--- config.mk ---
export PLATFORM = sky130hd
export DESIGN_NAME = median_filt_ctrl
export DESIGN_NICKNAME = d
export VERILOG_FILES = /design/src/rtl/median_filt_ctrl_pkg.sv /design/src/rtl/median_filt_ctrl_vid_timing_meas.sv /design/src/rtl/median_filt_ctrl.sv
export SDC_FILE = /design/constraint.sdc
export NUM_CORES = 1
export LEC_CHECK = 0
export CORE_MARGIN = 2
export CORE_UTILIZATION = 59
export DETAILED_ROUTE_END_ITERATION = 6
export PLACE_DENSITY = 0.86
export SETUP_SLACK_MARGIN = 0.2
export SLEW_MARGIN = 20
export SYNTH_ARGS = -nofsm -noshare
export SYNTH_HDL_FRONTEND = slang
export SYNTH_SLANG_ARGS = --single-unit
--- constraint.sdc ---
create_clock -name rx_clk -period 9.1 [get_ports rx_clk]
set_input_delay 1.82 -clock rx_clk [delete_from_list [all_inputs] [get_ports rx_clk]]
set_output_delay 1.82 -clock rx_clk [all_outputs]
set_load 0.005 [all_outputs]
--- src/rtl/median_filt_ctrl_pkg.sv ---
// rtl/median_filt_ctrl_pkg.sv - shared types and constants for the median filter controller
package median_filt_ctrl_pkg;

  typedef enum logic [1:0] {
    ST_UNLOCKED = 2'd0,
    ST_CHECK    = 2'd1,
    ST_LOCKED   = 2'd2
  } lock_state_t;

  localparam int CNT_W   = 12;
  localparam int MATCH_W = 4;
  localparam logic [CNT_W-1:0] CNT_MAX = 12'd4095;

  function automatic logic [CNT_W-1:0] sat_inc(input logic [CNT_W-1:0] v);
    return (v == CNT_MAX) ? v : v + CNT_W'(1);
  endfunction

endpackage

--- src/rtl/median_filt_ctrl_vid_timing_meas.sv ---
// rtl/median_filt_ctrl_vid_timing_meas.sv - frame boundary detect and per-frame line/pixel measurement
module vid_timing_meas
  import median_filt_ctrl_pkg::*;
#(
  parameter bit SYNC_POL = 1'b1
) (
  input  logic             rx_clk,
  input  logic             rstn,
  input  logic             rx_dv,
  input  logic             rx_vs,
  output logic             fb,
  output logic [CNT_W-1:0] cand_h,
  output logic [CNT_W-1:0] cand_v,
  output logic             frame_bad
);

  logic             vs_act, vs_d, dv_d, dv_fall;
  logic [CNT_W-1:0] pix_cnt, line_cnt, ref_len;
  logic [CNT_W-1:0] line_cnt_nx, ref_len_nx;
  logic             bad, bad_nx;

  assign vs_act  = (rx_vs == SYNC_POL);
  assign fb      = vs_act & ~vs_d;
  assign dv_fall = dv_d & ~rx_dv;

  // Next-state view of the frame so a line ending on the fb cycle still counts.
  always_comb begin
    line_cnt_nx = line_cnt;
    ref_len_nx  = ref_len;
    bad_nx      = bad;
    if (rx_dv && pix_cnt == CNT_MAX) bad_nx = 1'b1;
    if (dv_fall) begin
      line_cnt_nx = sat_inc(line_cnt);
      if (line_cnt == CNT_MAX) bad_nx = 1'b1;
      if (line_cnt == '0) ref_len_nx = pix_cnt;
      else if (pix_cnt != ref_len) bad_nx = 1'b1;
    end
  end

  assign cand_h    = ref_len_nx;
  assign cand_v    = line_cnt_nx;
  assign frame_bad = bad_nx | (line_cnt_nx == '0);

  always_ff @(posedge rx_clk or negedge rstn) begin
    if (!rstn) begin
      vs_d     <= 1'b0;
      dv_d     <= 1'b0;
      pix_cnt  <= '0;
      line_cnt <= '0;
      ref_len  <= '0;
      bad      <= 1'b0;
    end else begin
      vs_d <= vs_act;
      dv_d <= rx_dv;
      if (fb) begin
        pix_cnt  <= '0;
        line_cnt <= '0;
        ref_len  <= '0;
        bad      <= 1'b0;
      end else begin
        line_cnt <= line_cnt_nx;
        ref_len  <= ref_len_nx;
        bad      <= bad_nx;
        if (dv_fall) pix_cnt <= '0;
        else if (rx_dv) pix_cnt <= sat_inc(pix_cnt);
      end
    end
  end

endmodule

--- src/rtl/median_filt_ctrl.sv ---
// rtl/median_filt_ctrl.sv - timing lock, filter core control and frame-aligned TX source select
// MODE_SWITCH_BLANK_EN: blank TX RGB for one frame after every mode_act change.
module median_filt_ctrl
  import median_filt_ctrl_pkg::*;
#(
  parameter int LOCK_FRAMES = 4,
  parameter int TIMEOUT_CYC = 4194304,
  parameter bit SYNC_POL    = 1'b1
) (
  input  logic             rx_clk,
  input  logic             rstn,
  input  logic [7:0]       rx_red,
  input  logic [7:0]       rx_green,
  input  logic [7:0]       rx_blue,
  input  logic             rx_dv,
  input  logic             rx_hs,
  input  logic             rx_vs,
  input  logic [7:0]       filt_red,
  input  logic [7:0]       filt_green,
  input  logic [7:0]       filt_blue,
  input  logic             filt_dv,
  input  logic             filt_hs,
  input  logic             filt_vs,
  output logic             filt_rst,
  output logic             filt_start,
  input  logic             mode_req,
  output logic [7:0]       tx_red,
  output logic [7:0]       tx_green,
  output logic [7:0]       tx_blue,
  output logic             tx_dv,
  output logic             tx_hs,
  output logic             tx_vs,
  output logic             mode_act,
  output logic             locked,
  output logic             lock_lost,
  output logic [CNT_W-1:0] h_active,
  output logic [CNT_W-1:0] v_active
);

  localparam int TO_W = $clog2(TIMEOUT_CYC + 1);
  localparam logic [TO_W-1:0]    TO_LAST = TO_W'(TIMEOUT_CYC - 1);
  localparam logic [MATCH_W-1:0] LOCK_N  = MATCH_W'(LOCK_FRAMES);

  logic               fb, frame_bad, cand_match, timeout;
  logic [CNT_W-1:0]   cand_h, cand_v, st_h, st_v, st_h_nx, st_v_nx;
  logic [MATCH_W-1:0] match_cnt, match_nx;
  logic [TO_W-1:0]    to_cnt;
  logic               mode_nx, lost_nx, blank;
  lock_state_t        state, state_nx;
  logic [7:0]         src_red, src_green, src_blue;
  logic               src_dv, src_hs, src_vs;

  vid_timing_meas #(.SYNC_POL(SYNC_POL)) u_meas (
    .rx_clk    (rx_clk),
    .rstn      (rstn),
    .rx_dv     (rx_dv),
    .rx_vs     (rx_vs),
    .fb        (fb),
    .cand_h    (cand_h),
    .cand_v    (cand_v),
    .frame_bad (frame_bad)
  );

  assign cand_match = (cand_h == st_h) && (cand_v == st_v);
  assign timeout    = ~fb && (to_cnt == TO_LAST);
  assign locked     = (state == ST_LOCKED);

  always_comb begin
    state_nx = state;
    match_nx = match_cnt;
    st_h_nx  = st_h;
    st_v_nx  = st_v;
    mode_nx  = mode_act;
    lost_nx  = 1'b0;
    if (timeout) begin
      state_nx = ST_UNLOCKED;
      mode_nx  = 1'b0;
      lost_nx  = (state == ST_LOCKED);
    end else if (fb) begin
      case (state)
        ST_UNLOCKED: if (!frame_bad) begin
          state_nx = ST_CHECK;
          match_nx = MATCH_W'(1);
          st_h_nx  = cand_h;
          st_v_nx  = cand_v;
        end
        ST_CHECK: begin
          if (frame_bad) begin
            state_nx = ST_UNLOCKED;
          end else if (cand_match) begin
            match_nx = match_cnt + MATCH_W'(1);
            if (match_nx == LOCK_N) begin
              state_nx = ST_LOCKED;
              mode_nx  = mode_req;
            end
          end else begin
            match_nx = MATCH_W'(1);
            st_h_nx  = cand_h;
            st_v_nx  = cand_v;
          end
        end
        ST_LOCKED: begin
          if (frame_bad || !cand_match) begin
            state_nx = ST_UNLOCKED;
            mode_nx  = 1'b0;
            lost_nx  = 1'b1;
          end else begin
            mode_nx = mode_req;
          end
        end
        default: state_nx = ST_UNLOCKED;
      endcase
    end
  end

  always_ff @(posedge rx_clk or negedge rstn) begin
    if (!rstn) begin
      state      <= ST_UNLOCKED;
      match_cnt  <= '0;
      st_h       <= '0;
      st_v       <= '0;
      h_active   <= '0;
      v_active   <= '0;
      mode_act   <= 1'b0;
      lock_lost  <= 1'b0;
      filt_rst   <= 1'b1;
      filt_start <= 1'b0;
      to_cnt     <= '0;
    end else begin
      state      <= state_nx;
      match_cnt  <= match_nx;
      st_h       <= st_h_nx;
      st_v       <= st_v_nx;
      mode_act   <= mode_nx;
      lock_lost  <= lost_nx;
      filt_rst   <= ~locked;
      filt_start <= locked;
      if (state != ST_LOCKED && state_nx == ST_LOCKED) begin
        h_active <= st_h_nx;
        v_active <= st_v_nx;
      end
      // Saturate so the timeout stays asserted until the next fb.
      if (fb) to_cnt <= '0;
      else if (to_cnt != TO_LAST) to_cnt <= to_cnt + TO_W'(1);
    end
  end

`ifdef MODE_SWITCH_BLANK_EN
  always_ff @(posedge rx_clk or negedge rstn) begin
    if (!rstn) blank <= 1'b0;
    else if (mode_nx != mode_act) blank <= 1'b1;
    else if (fb) blank <= 1'b0;
  end
`else
  assign blank = 1'b0;
`endif

  always_comb begin
    src_red   = rx_red;
    src_green = rx_green;
    src_blue  = rx_blue;
    src_dv    = rx_dv;
    src_hs    = rx_hs;
    src_vs    = rx_vs;
    if (mode_act) begin
      src_red   = filt_red;
      src_green = filt_green;
      src_blue  = filt_blue;
      src_dv    = filt_dv;
      src_hs    = filt_hs;
      src_vs    = filt_vs;
    end
  end

  always_ff @(posedge rx_clk or negedge rstn) begin
    if (!rstn) begin
      tx_red   <= '0;
      tx_green <= '0;
      tx_blue  <= '0;
      tx_dv    <= 1'b0;
      tx_hs    <= 1'b0;
      tx_vs    <= 1'b0;
    end else begin
      tx_red   <= blank ? 8'd0 : src_red;
      tx_green <= blank ? 8'd0 : src_green;
      tx_blue  <= blank ? 8'd0 : src_blue;
      tx_dv    <= src_dv;
      tx_hs    <= src_hs;
      tx_vs    <= src_vs;
    end
  end

endmodule
==> impl_summary.txt, run 1 <==
----------------------------------------------------
[Synth]
  Synthesized-area fraction occupied by ao, oa, aoi and oai cells ... 11.4%
  Largest family of logic cells by synthesized area ... simple AND/OR/NAND/NOR gates
  Sequential fraction of the synthesis area ... 48.9%
  Area fraction in and, or, nand and nor cells after synthesis ... 16.0%
  Xor/xnor cell area share of the yosys netlist ... 7.52%
  Number of synthesized register bits ... 147
  Post-synth cell types ... 66
  Mux share of post-synthesis cell area ... 10.5%
  Arithmetic-cell share of the synthesized area counting full adders, half adders and majority gates ... 0.832%
  Cell area after synthesis ... 0.00752 mm2
  Async S/R FF share, synth ... 100%
  Synthesis Warnings ... 0
  Mean area per synthesized cell ... 10.3 um2
  Count of flip-flops with a built-in enable after synthesis ... 0
  Predominant post-synthesis flop cell ... sky130_fd_sc_hd__dfrtp_1
  Number of nets produced by synthesis ... 792
  Number of instances in the synthesized netlist ... 730

[Timing]
  Max_slew headroom ... 29.7%
  Highest achievable clock rate ... 171 MHz
  Final worst path period share ... 64.1%
  Unrepaired setup endpoints after global routing ... no
  Hold Vio Cnt, Final ... 0
  Final setup viols ... 0
  Final critical-path required period ... 5.83 ns
  Skew final ... 0.00927 ns
  Aggregate negative setup slack ... 0 ns
  Least-Margin Pin Slew ... 1.05 ns
  Final Slew Violations ... 0

[Status]
  Status ... finished clean

[Pwr]
  Peak ir drop on the vdd network ... 0.147 mV
  Sum of internal, switching and leakage power ... 1.89 mW
  P per Cell Area ... 202 mW/mm2
  Pleak ... 4.22 nW

[Min path]
  Type of the most critical hold path ... reg2reg
  Beginning of the worst hold path ... to_cnt[21]$_DFFE_PN0N_
  Cell depth of the worst hold path ... 1
  End point of the worst hold path ... to_cnt[22]$_DFFE_PN0N_

[Worst setup path]
  Reg2Reg Launch Point ... u_meas.line_cnt[0]$_DFF_PN0_
  Endpoint class of the critical path ... register
  Type of the worst setup path ... in2reg
  Startpoint types ... input pin
  Crit path arrival time ... 6.14 ns
  Count of cells along the worst register-to-register path ... 12
  Critical register-to-register path endpoint ... st_h[6]$_DFF_PN0_
  Required @ worst endpoint ... 9.41 ns
  Setup slack of the worst register-to-register path ... 4.20 ns
  Critical path fanouts, max ... 28

[Die]
  Overall die area ... 0.0137 mm2
  Area inside the core boundary ... 0.0125 mm2
  I/O pin count ... 113
  Number of core rows ... 41
  Chip Width ... 117 um
  Initial Util ... 60.1%
  Height of the chip ... 117 um

[Layout]
  Antenna Diode Count ... 0
  Most common cell after layout, fill and taps aside ... sky130_fd_sc_hd__dfrtp_1
  Net count, final ... 886
  Top library cells by usage in the layout, fill and taps aside ... sky130_fd_sc_hd__dfrtp_1 (146), sky130_fd_sc_hd__clkdlybuf4s50_1 (111), sky130_fd_sc_hd__nor2_1 (65), sky130_fd_sc_hd__inv_1 (45), sky130_fd_sc_hd__xor2_1 (39)
  Number of fill cells in the layout ... 892
  P&R area growth vs syn ... 24.7%
  FF/Latch Area ... 0.00368 mm2
  Share of cells above drive strength 1 ... 12.1%
  Non-filler cells in the finished layout ... 1009
  Area of the multi-input gates ... 0.00349 mm2

[Global route]
  Residual overflow from global routing ... 0
  Via count of the first global-routing pass ... 6386
  Maximum number of pins on one net before global-route repair ... 88
  Initial antenna violation count ... 1
  Overall routing resource usage ... 32.6%
  First-pass GRT wire length ... 33600 um

[Clock network]
  Latest clock arrival within the worst-skew pair ... 0.43 ns
  CTS tree ... built
  Number of clock buffers inserted by TritonCTS ... 17
  Number of buffers on the longest clock path ... 2
  Count of hold-fix buffers inserted at cts ... 0
  PostCTS Resize Cnt ... 0
  Clock slew at reported path FFs ... 0.06 ns
  CTS root buffer ... sky130_fd_sc_hd__clkbuf_16
  Setup bufs post-CTS ... 0
  CTS Sinks ... 147
  H-tree level count ... 4

[Place]
  Hpwl dp ... 14200 um
  Final RePlAce weighted congestion ... 0.970
  Count of placed standard cells including taps ... 976
  Port bufs ... 112

[Route]
  Post-detailed-routing wire length ... 21000 um
  Number of remaining DRC errors ... 0
  TritonRoute pass-1 iters ... 6
  Via density per instance ... 6.20
  Avg WL per Cell ... 20.8 um
  Remaining antenna violation count after routing ... 0
  Routed via count ... 6259
  Detailed router's first-iteration violation count ... 655

[Run]
  Max-capacitance violation count ... 0

----------------------------------------------------
[synth_stat cells, drive strengths merged, types with 2 or more instances]
cell | n | area share (%)
dfrtp | 146 | 49
nor2 | 65 | 3.2
inv | 45 | 2.2
mux2 | 41 | 6.1
xor2 | 39 | 4.5
a31oi | 34 | 2.8
clkbuf | 34 | 1.7
mux2i | 33 | 4.4
nand3 | 33 | 2.2
nand2 | 31 | 1.5
xnor2 | 23 | 2.7
a21oi | 21 | 1.4
a31o | 15 | 1.7
and2 | 14 | 1.2
and3 | 14 | 1.2
nand4 | 13 | 1.1
nor4 | 12 | 1.2
buf | 11 | 0.78
nor3 | 11 | 0.88
o21ai | 11 | 0.73
and4 | 6 | 0.70
nand2b | 6 | 0.50
ha | 5 | 0.83
a211oi | 4 | 0.40
a311oi | 4 | 0.47
nor2b | 4 | 0.33
o211ai | 4 | 0.40
or3 | 4 | 0.33
nand3b | 3 | 0.30
o22ai | 3 | 0.25
or4 | 3 | 0.30
a211o | 2 | 0.23
a22oi | 2 | 0.20
a32o | 2 | 0.27
a41oi | 2 | 0.23
and4b | 2 | 0.27
nor4b | 2 | 0.23
o2111ai | 2 | 0.23
o311ai | 2 | 0.23
or2 | 2 | 0.17
[layout make-up]
cell class	instances	share of cell area [%]
tap	172	2.30
inverter	45	1.80
sequential	147	39.3
clock inverter	12	1.79
clock buffer	20	4.98
multi-input combinational	493	37.3
timing repair buffer	120	12.6
[per-layer routing]
metal  share of wire (%)  routed length (um)  vias up  global-route usage (%)
li1                    -                   -     2790                       -
met1                  40                8400     3137                    40.9
met2                  50               10600      283                    54.8
met3                 7.2                1520       49                    8.96
met4                 2.6                 556        0                    11.1
met5                   0                   0        -                       0
[logic make-up after synthesis]
kind of cell,after synthesis
flops,147
fa+ha+maj,5
compound gates,123
buf+inv,90
mux,74
simple gates,228
xor+xnor,63
[metrics by stage]
stage	hold WS (ns)	worst slack [ns]	util (%)	cell area, um2
4_1_cts	0.500	3.01	74.8	9370
3_3_place_gp	0.475	2.80	69.8	8730
5_1_grt	0.519	3.02	74.9	9370
6_report	0.507	3.27	74.9	9370
3_5_place_dp	0.489	2.61	69.8	8730
2_1_floorplan	0.458	4.55	-	7520
[critical path, stage by stage]
cell and delay, ns:
sky130_fd_sc_hd__clkdlybuf4s50_1 0.59, sky130_fd_sc_hd__nand2b_1 0.32, sky130_fd_sc_hd__nor4_4 0.53, sky130_fd_sc_hd__buf_4 0.31
sky130_fd_sc_hd__mux2_2 0.37, sky130_fd_sc_hd__a222oi_1 0.30, sky130_fd_sc_hd__nand2_1 0.17, sky130_fd_sc_hd__nor3_4 0.87
sky130_fd_sc_hd__a31oi_2 0.18, sky130_fd_sc_hd__buf_4 0.30, sky130_fd_sc_hd__mux2_1 0.37
[power by group]
group          internal (mW)  switching, mW  total, mW
combinational          0.149          0.220      0.370
clock                  0.460          0.297      0.756
sequential             0.698         0.0673      0.766
[state kept, by name (all words and copies together), names as in the netlist, 12 cells and up]
| register | count |
|---|---|
| to_cnt | 23 |
| h_active | 12 |
| st_h | 12 |
| st_v | 12 |
| u_meas.line_cnt | 12 |
| u_meas.pix_cnt | 12 |
| u_meas.ref_len | 12 |
| v_active | 12 |
[how the worst max path moves through the flow]
stage          cells after the start                end   from
2_1_floorplan                     11  st_v[3]$_DFF_PN0_  rx_dv
3_3_place_gp                      10  st_v[5]$_DFF_PN0_  rx_dv
3_5_place_dp                      10  st_h[6]$_DFF_PN0_  rx_dv
4_1_cts                           10  st_h[6]$_DFF_PN0_  rx_dv
5_1_grt                           11  st_v[4]$_DFF_PN0_  rx_dv
6_report                          11  st_h[6]$_DFF_PN0_  rx_dv
Note: power is estimated with default switching activity, not from simulation.
==> inputs of run 2 (changes only) <==
--- a/config.mk
+++ b/config.mk
@@ -6,9 +6,9 @@
 export NUM_CORES = 1
 export LEC_CHECK = 0
 export CORE_MARGIN = 2
-export CORE_UTILIZATION = 59
+export CORE_UTILIZATION = 49
 export DETAILED_ROUTE_END_ITERATION = 6
-export PLACE_DENSITY = 0.86
+export PLACE_DENSITY = 0.76
 export SETUP_SLACK_MARGIN = 0.2
 export SLEW_MARGIN = 20
 export SYNTH_ARGS = -nofsm -noshare
==> constraint.sdc (replaced) <==
create_clock -name rx_clk -period 4.88 [get_ports rx_clk]
set_input_delay 0.976 -clock rx_clk [delete_from_list [all_inputs] [get_ports rx_clk]]
set_output_delay 0.976 -clock rx_clk [all_outputs]
set_load 0.005 [all_outputs]
==> impl_summary.txt, run 2 (synthesis results as in run 1) <==
----------------------------------------------------
[Clock network]
  Number of clock buffers inserted by TritonCTS ... 17
  Latest clock arrival within the worst-skew pair ... 0.42 ns
  CTS tree ... built
  Clock slew at reported path FFs ... 0.06 ns
  Count of hold-fix buffers inserted at cts ... 0
  Number of buffers on the longest clock path ... 2
  CTS Sinks ... 147
  PostCTS Resize Cnt ... 0
  CTS root buffer ... sky130_fd_sc_hd__clkbuf_16
  Setup bufs post-CTS ... 0
  H-tree level count ... 4

[Place]
  Hpwl dp ... 14900 um
  Final RePlAce weighted congestion ... 0.886
  Count of placed standard cells including taps ... 1005
  Port bufs ... 112

[Timing]
  Unrepaired setup endpoints after global routing ... no
  Final setup viols ... 0
  Final critical-path required period ... 4.22 ns
  Least-Margin Pin Slew ... 0.947 ns
  Max_slew headroom ... 36.8%
  Final worst path period share ... 86.6%
  Highest achievable clock rate ... 237 MHz
  Skew final ... 0.00740 ns
  Hold Vio Cnt, Final ... 0
  Minimum hold slack ... 0.502 ns
  Aggregate negative setup slack ... 0 ns
  Final Slew Violations ... 0

[Worst setup path]
  Count of cells along the worst register-to-register path ... 12
  Cell class contributing the biggest share of worst-path delay ... simple AND/OR/NAND/NOR gates
  Ordered cell list for the critical path ... clkdlybuf4s50_1 > and4b_1 > and2_1 > a311oi_1 > a2111oi_0 > o2111ai_1 > nor3_4 > buf_4 > nor4bb_1 > mux2i_1
  Required @ worst endpoint ... 5.15 ns
  Type of the worst setup path ... in2reg
  Reg2Reg Launch Point ... u_meas.line_cnt[0]$_DFF_PN0_
  Crit path arrival time ... 4.50 ns
  Critical register-to-register path endpoint ... match_cnt[0]$_DFFE_PN0P_
  Endpoint class of the critical path ... register
  Critical Path Max Stage Delay ... 0.56 ns
  Startpoint types ... input pin
  Highest-delay cell along the critical path ... sky130_fd_sc_hd__and4b_1
  Bufs and invs on worst path ... 2
  Setup slack of the worst register-to-register path ... 0.75 ns
  Critical path fanouts, max ... 25

[Route]
  Number of remaining DRC errors ... 0
  Post-detailed-routing wire length ... 20400 um
  Remaining antenna violation count after routing ... 0
  Via density per instance ... 5.95
  Routed via count ... 6166
  Detailed router's first-iteration violation count ... 664
  TritonRoute pass-1 iters ... 5
  Avg WL per Cell ... 19.7 um

[Pwr]
  Pleak ... 4.24 nW
  Combinational fraction of design power ... 20.6%
  Peak ir drop on the vdd network ... 0.277 mV
  Clock group share of total power ... 37.2%
  Proportion of total power due to net switching ... 30.8%
  Part of the power in registers ... 42.2%
  Sum of internal, switching and leakage power ... 3.38 mW
  Internal power ... 2.34 mW
  Psw ... 1.04 mW
  P per Cell Area ... 359 mW/mm2

[Min path]
  Cell depth of the worst hold path ... 1
  Type of the most critical hold path ... reg2reg
  End point of the worst hold path ... to_cnt[4]$_DFFE_PN0N_
  Beginning of the worst hold path ... to_cnt[4]$_DFFE_PN0N_

[Global route]
  Residual overflow from global routing ... 0
  Initial antenna violation count ... 0
  Maximum number of pins on one net before global-route repair ... 83
  Via count of the first global-routing pass ... 6335
  Overall routing resource usage ... 26.5%
  First-pass GRT wire length ... 33200 um

[Die]
  Number of core rows ... 45
  Height of the chip ... 128 um
  I/O pin count ... 113
  Initial Util ... 49.8%
  Area inside the core boundary ... 0.0151 mm2
  Overall die area ... 0.0164 mm2
  Chip Width ... 128 um

[Layout]
  P&R area growth vs syn ... 25.3%
  Most common cell after layout, fill and taps aside ... sky130_fd_sc_hd__dfrtp_1
  Antenna Diode Count ... 0
  Register with the highest flop count ... to_cnt
  Number of flip-flops in the largest register ... 23
  Non-filler cells in the finished layout ... 1036
  Net count, final ... 898
  Top library cells by usage in the layout, fill and taps aside ... sky130_fd_sc_hd__dfrtp_1 (146), sky130_fd_sc_hd__clkdlybuf4s50_1 (111), sky130_fd_sc_hd__nor2_1 (65), sky130_fd_sc_hd__inv_1 (45), sky130_fd_sc_hd__xor2_1 (39)
  Share of cells above drive strength 1 ... 13.1%
  Number of fill cells in the layout ... 1202

[Run]
  Max-capacitance violation count ... 0

[Status]
  Status ... finished clean

----------------------------------------------------
[run 2: worst register-to-register path, delay by kind of cell, from the launching register on]
family | cells | cell delay (ns)
AND/OR/NAND/NOR | 5 | 1.91
buffers and inverters | 3 | 0.77
AO/OA/AOI/OAI | 2 | 0.51
flip-flops | 1 | 0.45
adder cells (fa/ha/maj) | 1 | 0.19
multiplexers | 1 | 0.16
[run 2: power by group through the flow]
stage,registers (mW),logic (mW),clock network [mW]
global placement,1.44,0.672,0
global route,1.44,0.769,1.33
floorplan,1.40,0.451,0
CTS,1.42,0.692,1.28
finish,1.43,0.696,1.26
detailed placement,1.44,0.687,0
[run 2: through the flow]
| stage | utilization, % | setup WS [ns] | area, um2 |
|---|---|---|---|
| after floorplan | - | 1.18 | 7520 |
| after global placement | 58.6 | 0.417 | 8850 |
| after detailed placement | 58.6 | 0.313 | 8850 |
| after CTS | 62.4 | 0.696 | 9420 |
| after global routing | 62.4 | 0.295 | 9420 |
| final | 62.4 | 0.656 | 9420 |
[run 2: final cells by class]
cell class / count / area (um2) / area share, %
flip-flops and latches: 147 / 3680 / 39.1
multi-input cells: 493 / 3490 / 37.1
repair buffers: 132 / 1270 / 13.5
clock buffers: 21 / 470 / 4.99
well taps: 188 / 235 / 2.50
inverters: 45 / 169 / 1.79
clock inverters: 10 / 101 / 1.08
[run 2: worst max path at each step]
| stage | from | endpoint | cells past startpoint |
|---|---|---|---|
| after global routing | rx_dv | match_cnt[0]$_DFFE_PN0P_ | 10 |
| after CTS | rx_dv | match_cnt[0]$_DFFE_PN0P_ | 10 |
| after floorplan | rx_dv | st_v[3]$_DFF_PN0_ | 11 |
| after global placement | rx_dv | match_cnt[3]$_DFFE_PN0P_ | 10 |
| after detailed placement | rx_dv | match_cnt[2]$_DFFE_PN0P_ | 10 |
| final | rx_dv | match_cnt[0]$_DFFE_PN0P_ | 10 |
[run 2: layer usage]
metal	GRT usage [%]	routed length (um)	up-vias
li1	-	-	2819
met1	34.3	8490	3087
met2	43.3	10000	221
met3	7.18	1450	39
met4	8.79	439	0
met5	0	0	-
==> edit 1 (flow settings as in run 1) <==
Build with the macro `MODE_SWITCH_BLANK_EN` defined.
--- a/src/rtl/median_filt_ctrl.sv
+++ b/src/rtl/median_filt_ctrl.sv
@@ -1,4 +1,6 @@
 // rtl/median_filt_ctrl.sv - timing lock, filter core control and frame-aligned TX source select
 // MODE_SWITCH_BLANK_EN: blank TX RGB for one frame after every mode_act change.
+`define MODE_SWITCH_BLANK_EN
+
 module median_filt_ctrl
   import median_filt_ctrl_pkg::*;
Function: changed (Yosys sat finds a counterexample within 10 cycles, from zero or initial values and one cycle with rstn low).
==> edit 1 against run 1 <==
Critical path depth unchanged. Fmax is 6.1% lower. Wire length shrank 14%. Sequential power is 1% lower. Largest cell class unchanged. Utilization shrank 0.18 points. Combinational power is 7.8% lower. Total power decreased by 2.1%. Final area is 0.65% lower. Worst setup slack worse by 0.38 ns. Sequential cell count grew 1. Area after synthesis down 1.0%. Global-route usage decreased by 4.3 points.
==> edit 1: results (changes against run 1) <==
Synthesis
  • Synth top area cells: dfrtp_1 (49%), mux2i_1 (5.5%), nor2_1 (4.9%), xor2_1 (4.4%), mux2_4 (4.0%) (was dfrtp_1 (49%), mux2_2 (5.5%), xor2_1 (4.5%), mux2i_1 (4.4%), nor2_1 (3.2%))
  • Post-synth ARST share: 100% (unchanged)
  • Ys Warns: 0 (unchanged)
  • Syn nets: 767 (was 792)
  • Synth cell count leaders: dfrtp_1 (147), nor2_1 (98), nand2_1 (42) (was dfrtp_1 (146), nor2_1 (65), inv_1 (45))
  • Yosys cell types: 67 (was 66)
  • Register area share after synthesis: 49.8% (was 48.9%)

Critical path
  • Worst path slowest cell: nor4_4 (was nor3_4)
  • FF-to-FF End: h_active[10] (was st_h[6])
  • Max FO, Critical Path: 24 (was 28)
  • Max stage delay on crit path: 0.89 ns (was 0.87 ns)
  • Worst R2R Setup Slack: 3.73 ns (was 4.20 ns)
  • CP arrival: 6.57 ns (was 6.14 ns)

Global route
  • Number of global-route vias before repair: 6,003 (was 6,386)
  • Largest net degree at the start of global routing: 86 (was 88)
  • First-pass GRT wire length: 29.1 mm (was 33.6 mm)
  • Total GRT Usage: 28.2% (was 32.6%)
  • Initial antenna violation count: 0 (was 1)

Final layout
  • Fillcell total: 808 (was 892)
  • Share of layout cells above drive strength 1: 9.35% (was 12.1%)
  • Nets: 867 (was 886)

Min path
  • WHS Endpoint: v_active[4] (was to_cnt[22])
  • HP Class: flip-flop to flip-flop (unchanged)
  • Hold Path Depth: 1 (unchanged)
  • Hold_sp: v_active[4] (was to_cnt[21])

Route
  • Routed WL per cell: 18.4 um (was 20.8 um)
  • Pre-antenna DRT Iters: 5 (was 6)
  • Vias per cell: 5.97 (was 6.20)
  • Initial DRC count: 485 (was 655)

Power and ir drop
  • Peak VDD IR: 143 uV (was 147 uV)
  • Lkg Pwr: 4.11 nW (was 4.22 nW)

STA
  • Hold WS: 0.516 ns (was 0.507 ns)
  • Fin Clk Skew: 0.00810 ns (was 0.00927 ns)
  • Max_slew headroom: 30.0% (was 29.7%)

Clock network
  • H-tree depth: 4 (unchanged)
  • CTS Hold Bufs: 0 (unchanged)

Placed design
  • DPL Wire Length: 12.8 mm (was 14.2 mm)
  • RePlAce Congestion: 0.952 (was 0.970)

Run status
  • Status: finished clean (unchanged)
## edit 1: cell types whose count changed in the layout (fill, tap and decap cells not counted), sizes merged, moves of 13 or more
cell,delta
nor2,+33
a31oi,-31
a31o,-13
mux2,-13
o2bb2ai,+23
inv,-33
## edit 1: power breakdown
group	total (mW)	switching (mW)	internal, mW
clock	0.754	0.268	0.486
combinational	0.341	0.179	0.161
sequential	0.756	0.0487	0.708
total	1.85	0.496	1.36
## edit 1: worst max path at each step
stage,startpoint,to,slack [ns]
2_1_floorplan,rx_dv,h_active[0],4.01
3_3_place_gp,rx_dv,v_active[2],2.73
3_5_place_dp,rx_dv,v_active[1],2.52
4_1_cts,rx_dv,h_active[10],2.96
5_1_grt,rx_dv,h_active[10],2.66
6_report,rx_dv,h_active[10],2.89
## edit 1: critical path: cells and delay by family
family                 cells  cell delay, ns
AOI/OAI and AO/OA          3            1.15
and+or+nand+nor            5            2.42
buffers and inverters      1            0.57
muxes                      2            0.57
## edit 1: per-stage QoR
step                util, %  area (sq um)  worst slack (ns)  total power, mW  cells
global placement       69.6          8670              2.73             1.09    954
CTS                    74.7          9310              2.96             1.86    985
finish                 74.7          9310              2.89             1.85    985
detailed placement     69.6          8670              2.52             1.10    954
floorplan                 -          7440              4.01            0.958    701
global route           74.7          9310              2.66             1.92    985
## edit 1: layer usage
| metal | track usage (%) | routed length (um) | vias to the layer above |
|---|---|---|---|
| li1 | - | - | 2684 |
| met1 | 34.5 | 7200 | 2898 |
| met2 | 47.8 | 9090 | 260 |
| met3 | 7.58 | 1380 | 42 |
| met4 | 11.6 | 469 | 0 |
| met5 | 0 | 0 | - |
## edit 1: area by class of cell
| class | count | area [sq um] | area share [%] |
|---|---|---|---|
| multi-input cells | 501 | 3530 | 37.9 |
| inverters | 16 | 60.1 | 0.645 |
| clock inverters | 8 | 146 | 1.57 |
| clock buffers | 23 | 488 | 5.24 |
| well taps | 172 | 215 | 2.31 |
| flip-flops and latches | 148 | 3700 | 39.8 |
| repair buffers | 117 | 1160 | 12.5 |
## edit 1: logic make-up after synthesis
group	count (synthesis)	share of synthesized area [%]
buffers and inverters	52	2.84
flip-flops	148	49.8
AO/OA/AOI/OAI	105	10.2
multiplexers	69	10.8
AND/OR/NAND/NOR	250	16.9
adder cells (fa/ha/maj)	9	1.51
XOR/XNOR	68	8.00
==> edit 2 (config.mk and constraints of run 1) <==
Without the edit above. Re-encode `lock_state_t` (3 states) as one-hot, 3 bits wide.
--- a/src/rtl/median_filt_ctrl_pkg.sv
+++ b/src/rtl/median_filt_ctrl_pkg.sv
@@ -2,8 +2,8 @@
 package median_filt_ctrl_pkg;
 
-  typedef enum logic [1:0] {
-    ST_UNLOCKED = 2'd0,
-    ST_CHECK    = 2'd1,
-    ST_LOCKED   = 2'd2
+  typedef enum logic [2:0] {
+    ST_UNLOCKED = 3'b001,
+    ST_CHECK    = 3'b010,
+    ST_LOCKED   = 3'b100
   } lock_state_t;
 
Formal check against the unedited RTL: no difference found for any inputs over 4 cycles, from zero or initial values and one cycle with rstn low; so few cycles prove little.
==> edit 2 against run 1 <==
Total power is 0.76% lower. Area after synthesis is 0.30% higher. Count of clock-buffer cells in the layout is 3 lower. Final area is 0.44% lower. Clock skew is 0.0010 ns lower. Via count is 4.1% lower. Worst setup slack worse by 0.033 ns. Global-route usage is 3.6 points lower. Sequential cell count is 1 higher. Wire length is 10% lower.
==> edit 2: results (changes against run 1) <==
Power and ir drop
  • Lkg Pwr: 4.02 nW (was 4.22 nW)
  • P_int: 1.29 mW (was 1.31 mW)
  • Peak VDD IR: 156 uV (was 147 uV)

Placed design
  • RePlAce Congestion: 0.894 (was 0.970)
  • DP Cell Count: 964 (was 976)
  • DPL Wire Length: 13.1 mm (was 14.2 mm)
  • Setup slack at placement: 2.89 ns (was 2.61 ns)

STA
  • Fin Clk Skew: 0.00827 ns (was 0.00927 ns)
  • Hold WS: 0.504 ns (was 0.507 ns)

Critical path
  • Worst R2R Setup Slack: 4.51 ns (was 4.20 ns)
  • Worst path slowest cell: nor2b_1 (was nor3_4)
  • Reg2Reg Depth: 11 (was 12)
  • Max FO, Critical Path: 25 (was 28)

Route
  • Pre-antenna DRT Iters: 5 (was 6)
  • Routed WL per cell: 18.9 um (was 20.8 um)
  • Final WL: 18.9 mm (was 21.0 mm)
  • Via Count: 6,001 (was 6,259)

Min path
  • WHS Endpoint: h_active[9] (was to_cnt[22])

Final layout
  • Share of layout cells above drive strength 1: 12.4% (was 12.1%)
  • Nets: 873 (was 886)
  • Fillcell total: 831 (was 892)

Global route
  • Largest net degree at the start of global routing: 85 (was 88)
  • Number of global-route vias before repair: 6,092 (was 6,386)
  • First-pass GRT wire length: 30.5 mm (was 33.6 mm)
  • Initial antenna violation count: 0 (was 1)

Synthesis
  • Synth cell count leaders: dfrtp_1 (146), nor2_1 (70), nand2_1 (51) (was dfrtp_1 (146), nor2_1 (65), inv_1 (45))
  • Synth top area cells: dfrtp_1 (48%), mux2_2 (5.7%), mux2i_1 (4.4%), xnor2_1 (4.3%), xor2_1 (3.7%) (was dfrtp_1 (49%), mux2_2 (5.5%), xor2_1 (4.5%), mux2i_1 (4.4%), nor2_1 (3.2%))
  • Yosys cell types: 68 (was 66)
  • Post-Syn Area per Cell: 10.6 sq um (was 10.3 sq um)

Run status
  • Status: finished clean (unchanged)
edit 2: changes by cell type after synthesis, sizes merged, moves of 13 or more:
cell    before  now
a31o        15    0
a31oi       34    4
clkbuf      34   20
inv         45   32
nand2       31   51
nand4       13   27
xnor2       23   37
edit 2: cell type report:
type / count / area, sq um / area share, %
Clock buffer: 17 / 425 / 4.56
Clock inverter: 15 / 148 / 1.58
Inverter: 32 / 120 / 1.29
Multi-Input combinational cell: 492 / 3530 / 37.9
Sequential cell: 148 / 3710 / 39.7
Tap cell: 172 / 215 / 2.31
Timing Repair Buffer: 120 / 1180 / 12.7
edit 2: kinds of logic (layout without fill, tap and decap cells):
logic type	Yosys count	after routing	share of synthesized area, %
AOI/OAI and AO/OA	91	91	8.60
xor gates and xnor gates	69	69	8.01
adders and majority gates	5	5	0.830
buffers and inverters	71	184	4.02
DFF	148	148	49.1
muxes	85	85	12.6
and+or+nand+nor	242	242	16.8
edit 2: metrics by stage:
stage          util (%)  cell area, sq um
4_1_cts            74.2              9330
5_1_grt            74.2              9330
3_5_place_dp       69.7              8760
2_1_floorplan         -              7540
3_3_place_gp       69.7              8760
6_report           74.2              9330
edit 2: power groups by stage:
| stage | registers [mW] | logic (mW) | clock network [mW] |
|---|---|---|---|
| 2_1_floorplan | 0.798 | 0.257 | 0 |
| 3_3_place_gp | 0.818 | 0.365 | 0 |
| 3_5_place_dp | 0.824 | 0.372 | 0 |
| 4_1_cts | 0.814 | 0.378 | 0.687 |
| 5_1_grt | 0.826 | 0.418 | 0.718 |
| 6_report | 0.818 | 0.380 | 0.680 |
edit 2: metal layers:
layer | track usage (%) | routed length (um) | vias up
met5 | 0 | 0 | -
met4 | 8.00 | 248 | 0
met3 | 8.39 | 1360 | 37
met2 | 47.8 | 9500 | 265
met1 | 37.8 | 7740 | 2989
li1 | - | - | 2710
